### src/rtl/aes_128_round_ctrl.sv
// Iterative AES-128 encryption sequencer: owns state/round-key registers, does the
// initial AddRoundKey and steps an external round unit and key-expansion unit once per clock.
module aes_128_round_ctrl #(
  parameter int NR = 10
) (
  input  logic         clk,
  input  logic         resetn,
  input  logic         in_valid,
  output logic         in_ready,
  input  logic [127:0] in_block,
  input  logic [127:0] in_key,
  output logic [127:0] rnd_state_o,
  output logic [127:0] rnd_key_o,
  output logic [7:0]   rnd_rcon_o,
  output logic         rnd_final_o,
  input  logic [127:0] next_key_i,
  input  logic [127:0] rnd_state_i,
  output logic         out_valid,
  input  logic         out_ready,
  output logic [127:0] out_cipher,
  output logic         busy,
  output logic [3:0]   round_o
);

  typedef enum logic [1:0] {IDLE, ROUND, DONE} fsm_e;

  fsm_e         fsm_q;
  logic [127:0] state_q, key_q;
  logic [7:0]   rcon_q;
  logic [3:0]   round_q;
  logic         in_ready_q, out_valid_q, busy_q;

  function automatic logic [7:0] xtime(input logic [7:0] a);
    return {a[6:0], 1'b0} ^ (a[7] ? 8'h1B : 8'h00);
  endfunction

  always_ff @(posedge clk or negedge resetn) begin
    if (!resetn) begin
      fsm_q       <= IDLE;
      state_q     <= '0;
      key_q       <= '0;
      rcon_q      <= 8'h01;
      round_q     <= '0;
      in_ready_q  <= 1'b1;
      out_valid_q <= 1'b0;
      busy_q      <= 1'b0;
    end else begin
      case (fsm_q)
        IDLE: if (in_valid && in_ready_q) begin
          state_q    <= in_block ^ in_key;
          key_q      <= in_key;
          round_q    <= 4'd1;
          rcon_q     <= 8'h01;
          in_ready_q <= 1'b0;
          busy_q     <= 1'b1;
          fsm_q      <= ROUND;
        end
        ROUND: begin
          state_q <= rnd_state_i;
          key_q   <= next_key_i;
          rcon_q  <= xtime(rcon_q);
          // round_o stays at NR through DONE so the sink can see which round finished
          if (round_q == 4'(NR)) begin
            out_valid_q <= 1'b1;
            fsm_q       <= DONE;
          end else begin
            round_q <= round_q + 4'd1;
          end
        end
        DONE: if (out_ready) begin
          out_valid_q <= 1'b0;
          busy_q      <= 1'b0;
          in_ready_q  <= 1'b1;
          round_q     <= '0;
          fsm_q       <= IDLE;
        end
        default: fsm_q <= IDLE;
      endcase
    end
  end

  assign in_ready    = in_ready_q;
  assign out_valid   = out_valid_q;
  assign busy        = busy_q;
  assign round_o     = round_q;
  assign rnd_state_o = state_q;
  assign rnd_key_o   = key_q;
  assign rnd_rcon_o  = rcon_q;
  assign out_cipher  = state_q;
  assign rnd_final_o = (fsm_q == ROUND) && (round_q == 4'(NR));

endmodule

### config.mk
export PLATFORM = sky130hd
export DESIGN_NAME = aes_128_round_ctrl
export DESIGN_NICKNAME = d
export VERILOG_FILES = /design/src/rtl/aes_128_round_ctrl.sv
export SDC_FILE = /design/constraint.sdc
export NUM_CORES = 1
export LEC_CHECK = 0
export ABC_AREA = 1
export CORE_AREA = 2 2 357 359
export DETAILED_ROUTE_END_ITERATION = 8
export DIE_AREA = 0 0 359 361
export GPL_TIMING_DRIVEN = 0
export SLEW_MARGIN = 10
export SYNTH_ARGS = -nofsm -noshare
export SYNTH_HDL_FRONTEND = slang
export SYNTH_SLANG_ARGS = --single-unit
### constraint.sdc
create_clock -name clk -period 3.8 [get_ports clk]
set_input_delay 0.57 -clock clk [delete_from_list [all_inputs] [get_ports clk]]
set_output_delay 0.57 -clock clk [all_outputs]
set_load 0.01 [all_outputs]
==> results.yml <==
floorplanning:
  core.rowCount: 130
  core_area_mm2: 0.125
  die_area_mm2: 0.130
  fp.dieH_um: 361
  boundaryPins: 916
  die_x_um: 359
  initial_core_util_pct: 13.1
place:
  place_congestion: 0.941
  hpwl_mm: 93.7
  pre_cts_slack_ps: 61.2
  dp_cells: 5096
  dpl-instance-area_mm2: 0.0278
  placement.io_buffers: 915
global_routing:
  grt_antenna_before_repair: 19
  gr-total-overflow: 0
  grt_pass1_wl_mm: 156
  grt.total_usage_pct: 17.3
  grt_max_degree: 91
  grt_pass1_vias: 19500
hold_path:
  worstHoldPathType: "input port to asynchronous set/reset pin"
final_layout:
  layout_common_cells: "nand2_1, clkdlybuf4s50_1, dfrtp_1"
  fillers: 14000
  area.growth.synth_to_final_pct: 77.2
  finalInstanceArea_mm2: 0.0292
  final_common_cell: "nand2_1"
  stdcell_count: 5178
  layout.nets: 4014
  drive_gt1_share_pct: 8.92
critical_path:
  worst-endpoint-arrival_ps: 2800
  cp-start-kind: "register"
  path_max_fanout: 10
  criticalPathCategory: "register to primary output"
  end_kind: "primary output"
  crit_required_ps: 3230
routing:
  wl_per_cell_um: 22.3
  via_per_inst: 3.79
  drtAntennaViolNets: 0
  route.vias.total: 19600
  drt-initial-drc-count: 1311
  firstDrtPassIters: 5
  drc: 0
  routed_wl_mm: 115
power:
  powerDensity_mw_per_mm2: 268
  p_int_mw: 5.77
  p_seq_share_pct: 37.2
  switchingPower_mw: 2.05
  p_total_mw: 7.81
  p_leak_nw: 14.8
  vdd_drop_max_v: 0.000263
  switching_share_pct: 26.2
  pwr-share-clk_pct: 50.4
  power_frac_comb_pct: 12.4
synth:
  synth_xor_area_share_pct: 0
  syn-num-nets: 3050
  synthAdderAreaFrac_pct: 0.532
  netlist_instances: 2527
  ys_ff_latch: 273
  yosys_warnings: 0
  seq_area_frac_synth_pct: 41.5
  synth_compound_area_share_pct: 4.42
  synth.area.mux_share_pct: 0
  synth_cell_types: 21
  synth-simple-area-share_pct: 37.6
  synth_area_mm2: 0.0165
  synth_top_family_by_area: "simple AND/OR/NAND/NOR gates"
  synth_area_per_cell_um2: 6.51
sta:
  fmax_ghz: 0.297
  rsz0062_at_grt: "false"
  setup_viol: 0
  maxSlewHeadroom_pct: 24.1
  fin_crit_sh_pct: 88.7
  tightest_slew_ps: 1130
  fin_crit_ps: 3370
  final.setup.tns_ps: 0
  fin_worst_skew_ps: 28.9
  slew_violations: 0
  worst_slack_ps: 430
  hold_viol: 0
clock_tree:
  cts_buffers: 42
  root_buffer: "clkbuf_16"
  cts_tree: "built"
  cts_htree_levels: 2
  cts_buffer_depth: 3
  path_clk_slew_ps: 60
  clk_latency_ps: 610
  cts_sinks: 273
  cts_setup_buffers: 0
run_status:
  outcome: "completed"
run:
  cap_violations: 0
-- sequential cells by signal (all words and copies together) (netlist names) --
name        count
out_valid       1
fsm_q           2
busy            1
rnd_rcon_o      8
out_cipher    128
in_ready        1
round_o         4
rnd_key_o     128
-- worst paths after layout --
path	startpoint	end	slack [ps]	depth (start not counted)
setup / recovery	fsm_q[1]	rnd_final_o	430	7
hold / removal	resetn	rnd_key_o[112]	400	2
setup reg to reg	fsm_q[1]	rnd_key_o[73]	760	10
hold reg to reg	out_valid	out_valid	480	2
max in group asynchronous	resetn	rnd_key_o[40]	2160	4
min in group clk	out_valid	out_valid	480	2
-- power groups by stage --
stage                     Combinational [mW]  Clock, mW  Sequential, mW
after CTS                              0.972       4.11            2.91
final                                  0.967       3.94            2.91
after floorplan                        0.191          0            2.96
after global placement                 0.950          0            2.96
after global routing                    1.05       4.20            2.91
after detailed placement               0.963          0            2.96
-- logic make-up (layout without fill, tap and decap cells) --
logic type,Yosys count,count (layout)
other,0,7
AND/OR/NAND/NOR,1597,1597
adder cells (fa/ha/maj),7,7
buffers and inverters,508,1502
AO/OA/AOI/OAI,142,142
flip-flops,273,273
-- critical path, stage by stage, from the launching register on --
cell and delay, ps:
dfrtp_1 410, inv_1 150, ha_4 280, buf_8 290
buf_8 320, nand4_1 190, inv_1 120, dlygate4sd2_1 400
-- synthesized netlist by cell type --
cell         n  share of area [%]
nand2_1   1187                 27
dfrtp_1    271                 41
inv_1      264                6.0
nor2_1     264                6.0
buf_4      138                6.3
nand3_1    133                4.0
o21ai_0    132                4.0
buf_2       75                2.3
clkbuf_1    16               0.36
buf_6       13               0.89
or2_2       11               0.42
ha_1         7               0.53
a21oi_1      4               0.12
o22ai_1      4               0.15
dfstp_2      2               0.32
inv_2        1              0.023
inv_4        1              0.038
nand4_1      1              0.038
nor3b_1      1              0.046
o21ai_1      1              0.030
o21ai_4      1              0.099
-- per-layer routing --
layer  up-vias  global-route usage [%]  share of wire (%)
met1      9236                    21.8                 42
met5         -                       0              0.052
met3       131                    4.60                8.3
li1       9391                       -                  -
met4         8                    4.69                2.6
met2       835                    28.9                 47
-- metrics by stage --
stage	hold WS, ps	utilization [%]
final	399	23.3
after detailed placement	437	22.2
after global placement	461	22.1
after CTS	337	23.3
after global routing	371	23.3
after floorplan	274	-
-- layout make-up --
class	instances	area, um^2	share of cell area (%)
Multi-Input combinational cell	1746	7020	24.1
Timing Repair Buffer	920	9260	31.7
Tap cell	1650	2060	7.08
Clock buffer	56	1160	3.99
Buffer	242	1630	5.58
Sequential cell	273	6830	23.4
Inverter	266	1000	3.43
Clock inverter	18	184	0.630
Antenna cell	7	17.5	0.0600
-- timing repair --
item	in CTS	in global routing
endpoints found under the hold margin	22	0
endpoints found under the setup margin	1	0
hold buffers	1	0
gates resized for setup	6	0
Power figures use the tool's default switching activity.
